===== src/rtl/crossbar_ctrl.sv =====
// crossbar_ctrl: arbitrates two sources onto a 2x2 crossbar and holds the routing for a fixed-length transfer
module crossbar_ctrl #(
    parameter int PKT_LEN = 4,
    parameter int CNT_W   = 3
) (
    input  logic clk,
    input  logic rst_n,
    input  logic req1,
    input  logic dest1,
    input  logic req2,
    input  logic dest2,
    output logic select,
    output logic grant1,
    output logic grant2,
    output logic out_valid1,
    output logic out_valid2,
    output logic busy,
    output logic done
);
    typedef enum logic {IDLE, XFER} state_t;

    localparam logic [CNT_W-1:0] LAST = CNT_W'(PKT_LEN - 1);

    state_t           state;
    logic [CNT_W-1:0] cnt;
    logic             ptr;
    logic             conflict;
    logic             n_g1;
    logic             n_g2;
    logic             n_sel;

    // a conflict is resolved in favour of the pointed-to source; otherwise every requester is granted
    always_comb begin
        conflict = req1 & req2 & (dest1 == dest2);
        n_g1     = req1 & ~(conflict & ptr);
        n_g2     = req2 & ~(conflict & ~ptr);
        n_sel    = n_g1 ? dest1 : ~dest2;
    end

    // single FSM: decide routing in IDLE, hold it for PKT_LEN cycles in XFER
    always_ff @(posedge clk or negedge rst_n) begin
        if (!rst_n) begin
            state      <= IDLE;
            cnt        <= '0;
            ptr        <= 1'b0;
            select     <= 1'b0;
            grant1     <= 1'b0;
            grant2     <= 1'b0;
            out_valid1 <= 1'b0;
            out_valid2 <= 1'b0;
            busy       <= 1'b0;
            done       <= 1'b0;
        end else if (state == IDLE) begin
            done <= 1'b0;
            if (req1 | req2) begin
                state      <= XFER;
                cnt        <= LAST;
                select     <= n_sel;
                grant1     <= n_g1;
                grant2     <= n_g2;
                out_valid1 <= (n_g1 & ~n_sel) | (n_g2 & n_sel);
                out_valid2 <= (n_g1 & n_sel) | (n_g2 & ~n_sel);
                busy       <= 1'b1;
                if (conflict) ptr <= ~ptr;
            end
        end else if (cnt == '0) begin
            state      <= IDLE;
            grant1     <= 1'b0;
            grant2     <= 1'b0;
            out_valid1 <= 1'b0;
            out_valid2 <= 1'b0;
            busy       <= 1'b0;
            done       <= 1'b1;
        end else begin
            cnt <= cnt - 1'b1;
        end
    end
endmodule


===== config.mk =====
export PLATFORM = sky130hd
export DESIGN_NAME = crossbar_ctrl
export DESIGN_NICKNAME = d
export VERILOG_FILES = /design/src/rtl/crossbar_ctrl.sv
export SDC_FILE = /design/constraint.sdc
export NUM_CORES = 1
export LEC_CHECK = 0
export CORE_AREA = 8 8 45 47
export CTS_CLUSTER_SIZE = 12
export DETAILED_ROUTE_END_ITERATION = 10
export DIE_AREA = 0 0 53 55
export PLACE_DENSITY = 0.7
export SLEW_MARGIN = 20
export SYNTH_ARGS = -nofsm -noshare
export SYNTH_HDL_FRONTEND = slang
export SYNTH_SLANG_ARGS = --single-unit

===== constraint.sdc =====
create_clock -name clk -period 1.55 [get_ports clk]
set_clock_uncertainty 0.2 [all_clocks]
set_input_delay 0.155 -clock clk [delete_from_list [all_inputs] [get_ports clk]]
set_output_delay 0.155 -clock clk [all_outputs]
set_load 0.03 [all_outputs]

# Word-level counts from Yosys, hierarchy flattened
# Index checks and enable logic that the tools add are counted.
[op_classes]
addsub = 1
bitwise = 19
n_eq_ne = 3
reduce_logical = 6
n_mux = 20
[ops]
columns = ["cell", "n"]
rows = [
  ["$mux 1", 17],
  ["$and 1x1->1", 10],
  ["$mux 3", 3],
  ["$not 1->1", 6],
  ["$reduce_and 2->1", 3],
  ["$logic_not 3->1", 1],
  ["$or 1x1->1", 3],
  ["$reduce_and 3->1", 1],
  ["$sub 3x1->3 const B", 1],
  ["$ne 2x1->1 const B", 1],
  ["$ne 2x2->1 const B", 1],
  ["$reduce_bool 2->1", 1],
  ["$eq 1x1->1", 1],
]
[totals]
register_bits = 12
inputBits = 6
output_inout_bits = 7
word_cells = 59

# Logic depth before layout (Yosys ltp)
[depth]
depth_word = 11
ltp_mapped = 5
depth_no_buf = 5

# Least setup slack after synthesis
# OpenSTA, ideal clock, no wires.
[synth_timing]
path_type = "flip-flop to flip-flop"
from = "reg cnt[0]"
to = "reg cnt[0]"
stages_incl_launch_ff = 6
setup_ns = 0.068
n_path_buf = 0
setup_slack_ns = 0.158
synth_period_minus_slack_ns = 1.392
arrival_ns = 1.124
required_ns = 1.282
path_cell_list = "dfrtp_1 inv_1 ha_1 and2b_4 or3_1 nand3_1"
[synth_via]
elab_chain_len = 3
word_cells_on_any_way = 6
cone_classes = "add/sub (1); eq/ne (1); mux (2); reduce/logical (2)"
[synth_lines]
columns = ["element", "line", "source"]
rows = [
  ["start, declared", "25", "logic [CNT_W-1:0] cnt;"],
  ["start signal, assigned", "75", "cnt <= cnt - 1'b1;"],
  ["$sub 3x1->3 or $logic_not 3->1 (tied branches)", "75, 66", ""],
  ["$mux 3 or $ne 2x2->1 (tied branches)", "--", ""],
  ["$mux 3 or $reduce_and 2->1 (tied branches)", "--", ""],
]
# Parallel ways exist; a longest one is shown, timed or not. The select of a mux whose other input is x is not followed.
# A chain may end at the register's enable or synchronous reset.

# Final worst setup path
[layout_timing]
from = "reg cnt[0]"
to = "reg grant2"
[layout_via]
elab_chain_len = 3
[layout_lines]
columns = ["element", "line", "source"]
rows = [
  ["$logic_not 3->1", "66", "end else if (cnt == '0) begin"],
  ["$ne 2x1->1 (no line)", "--", ""],
  ["$reduce_and 2->1 (no line)", "--", ""],
  ["end signal, assigned", "60", "grant2 <= n_g2;"],
  ["end, declared", "14", "output logic grant2,"],
]
# Every way passes these cells.

==> run metrics <==
latest clock arrival within the worst-skew pair=280 ps; final setup fails=0; Clock transition at path regs=80 ps; Die W=53 um; Final Cell Area=832 um2; detailed-route wire length=1.23 mm; CTS tree=done; Port Buf Inserts=12; min cycle time layout=1500 ps; Vias/cell=4.86; height of the die=55 um; startpoint types=flop; drc violations=0; Hold Slack=291 ps; slowest CP cell=dfrtp_1; post-synth top area cell=dfrtp_1; IO Pins=13; Synth cell types=25; # Post-CTS Setup Buffers=0; wire length on met3=47 um; Synth Instances=55; outcome=completed; commonest cells in the netlist=12 x dfrtp_1, 5 x inv_1, 5 x nor2_1; total leakage power=roughly 0.0004 uW; Worst Slack Setup Final=53.5 ps; GRT Overall Usage=0.0996; DR WL met2=593 um; H-tree lvl count=1; RD Place Congestion=0.791; worst rel slew slack=0.794; Synth Register Bits=12; grt total ovfl=0; CP peak stage delay=390 ps; vias in the first global route=470; antenna cells=0; critical path buffer and inverter count=1; CP Data Arrival Time=1470 ps; Hold Crit Start=busy; DP Area=785 um2; drt initial violations=4; largest net degree at the start of global routing=13; # clock sinks=12; peak fanout along the critical path=7; r2r setup slk=50 ps; routed length per instance=13.0 um; Highest Signal Layer=met4; Hold Vio Cnt, Final=0; Clock Tree Buf Depth=2; count leader, synth=dfrtp_1; critical path's top delay family=flip-flops; Fmax=668 MHz; share of cells above drive strength 1=0.215; first-pass GRT wire length=between 2 and 2.5 mm; Post-synth ARST share=1.00; core box area=between 1000 and 1500 um2; Fillers=about 120; Area Overhead vs Synth=39.7%; CP required=around 1500 ps; Top FF cell, synth=dfrtp_1; fin crit share=0.965; Synth area leaders=dfrtp_1 50%, ha_1 4.2%, mux2i_1 3.4%, inv_1 3.2%, nor2_1 3.2%; Rows=14; CTS Buf Count=3; max-slew violation count=0; syn_nets=63; worst path cell trace=inv_1, ha_2, and2b_4, a21oi_4, a22o_1; worst-margin pin slew=310 ps; Mapped Area=596 um2; Via Count=~460; Setup WS pre-CTS=-27.7 ps; Final Util=0.601; initial antenna violation count=0; DRT met1 WL=548 um; Initial Util=0.430; crit path capture type=flop; Die ar.=2920 um2; ANT nets after route=0; Power Total=1640 uW; worst vdd ir=approximately 1000 uV; HP Class=reg -> reg; nets=88; DPL Wire Length=roughly 950 um; Max Cap Viol=0; Mean Syn Cell Area=10.8 um2; EDFF count, synth=0; Synth Warn #=0; CP startpoint=cnt[0]; power per cell area=a little under 2000 nW/um2; Root Driver=clkbuf_4; first-pass iteration count of the detailed router=4; Seq/Total Area, Yosys=0.504; worst setup path class=reg -> reg; reg2reg start=cnt[0]; area share of the largest cell type after synthesis=0.504
==> path summary, 6_finish.rpt <==
| check | cells past startpoint | to |
|---|---|---|
| hold / removal | 1 | busy |
| max in group asynchronous | 3 | done |
| min in group asynchronous | 3 | grant2 |
| setup / recovery | 5 | grant2 |
| hold reg to reg | 1 | busy |
| setup reg to reg | 5 | grant2 |
==> power breakdown <==
| group | total, uW | switching [uW] | internal (uW) |
|---|---|---|---|
| sequential | 553 | 91.8 | 461 |
| clock | 253 | 110 | 143 |
| combinational | 835 | 472 | 363 |
| total | 1640 | 674 | 967 |
==> stage by stage <==
| step | instances | setup TNS, ps |
|---|---|---|
| 2_1_floorplan | 55 | 0 |
| 3_3_place_gp | 90 | -32.4 |
| 3_5_place_dp | 90 | -88.4 |
| 4_1_cts | 95 | 0 |
| 5_1_grt | 95 | -14.8 |
| 6_report | 95 | 0 |
==> routing by layer <==
metal | global-route usage | up-vias
met5 | 0 | -
met4 | 0.0905 | 0
met3 | 0.0401 | 4
met2 | 0.143 | 6
met1 | 0.112 | 213
li1 | - | 239
==> sequential cells by signal, indices dropped and copies added, names as in the netlist <==
register    count
out_valid2      1
ptr             1
select          1
cnt             3
state           1
busy            1
out_valid1      1
done            1
grant2          1
grant1          1
==> layout make-up <==
| cell class | instances | area [um2] | area share |
|---|---|---|---|
| Tap cell | 16 | 20.0 | 0.0241 |
| Clock buffer | 4 | 36.3 | 0.0436 |
| Timing Repair Buffer | 21 | 181 | 0.218 |
| Sequential cell | 12 | 300 | 0.361 |
| Multi-Input combinational cell | 37 | 275 | 0.331 |
| Inverter | 5 | 18.8 | 0.0226 |
==> cells by family (layout without fill, tap and decap cells) <==
| group | count (synthesis) | in the layout | synth area share |
|---|---|---|---|
| AND/OR/NAND/NOR | 16 | 16 | 0.137 |
| XOR/XNOR | 2 | 2 | 0.0294 |
| flip-flops | 12 | 12 | 0.504 |
| adder cells (fa/ha/maj) | 2 | 2 | 0.0420 |
| buffers and inverters | 6 | 30 | 0.0504 |
| multiplexers | 2 | 2 | 0.0336 |
| AO/OA/AOI/OAI | 15 | 15 | 0.204 |
==> timing repair <==
item,CTS,global route
endpoints found under the setup margin,7,3
resized for setup,7,2
endpoints found under the hold margin,12,0
hold buffers,1,0
==> layout by cell type (no fill, tap or decap) <==
| cell | synthesis | final |
|---|---|---|
| a22oi_1 | 2 | 2 |
| and2b_4 | 1 | 1 |
| inv_1 | 5 | 5 |
| dfrtp_1 | 12 | 12 |
| dlygate4sd2_1 | 0 | 7 |
| a21o_1 | 1 | 1 |
| mux2i_1 | 2 | 2 |
| a21oi_1 | 1 | 1 |
| clkdlybuf4s50_1 | 0 | 5 |
| buf_4 | 0 | 8 |
| clkbuf_8 | 0 | 1 |
| nand2_1 | 3 | 3 |
| dlygate4sd3_1 | 0 | 1 |
| o21ai_0 | 3 | 3 |
| a21oi_4 | 0 | 1 |
| nand3_1 | 3 | 3 |
| a22o_1 | 1 | 1 |
| clkbuf_4 | 0 | 3 |
| nor2_1 | 5 | 5 |
| o21ba_4 | 1 | 1 |
| o22ai_1 | 1 | 1 |
| a21boi_2 | 1 | 1 |
| or3_1 | 1 | 1 |
| ha_1 | 2 | 1 |
| o2bb2ai_1 | 2 | 2 |
| xnor2_1 | 2 | 2 |
| ha_2 | 0 | 1 |
| nand3b_1 | 1 | 1 |
| nand2b_1 | 1 | 1 |
| nor2b_1 | 1 | 1 |
| a32o_1 | 1 | 1 |
Note: power is estimated with default switching activity, not from simulation.
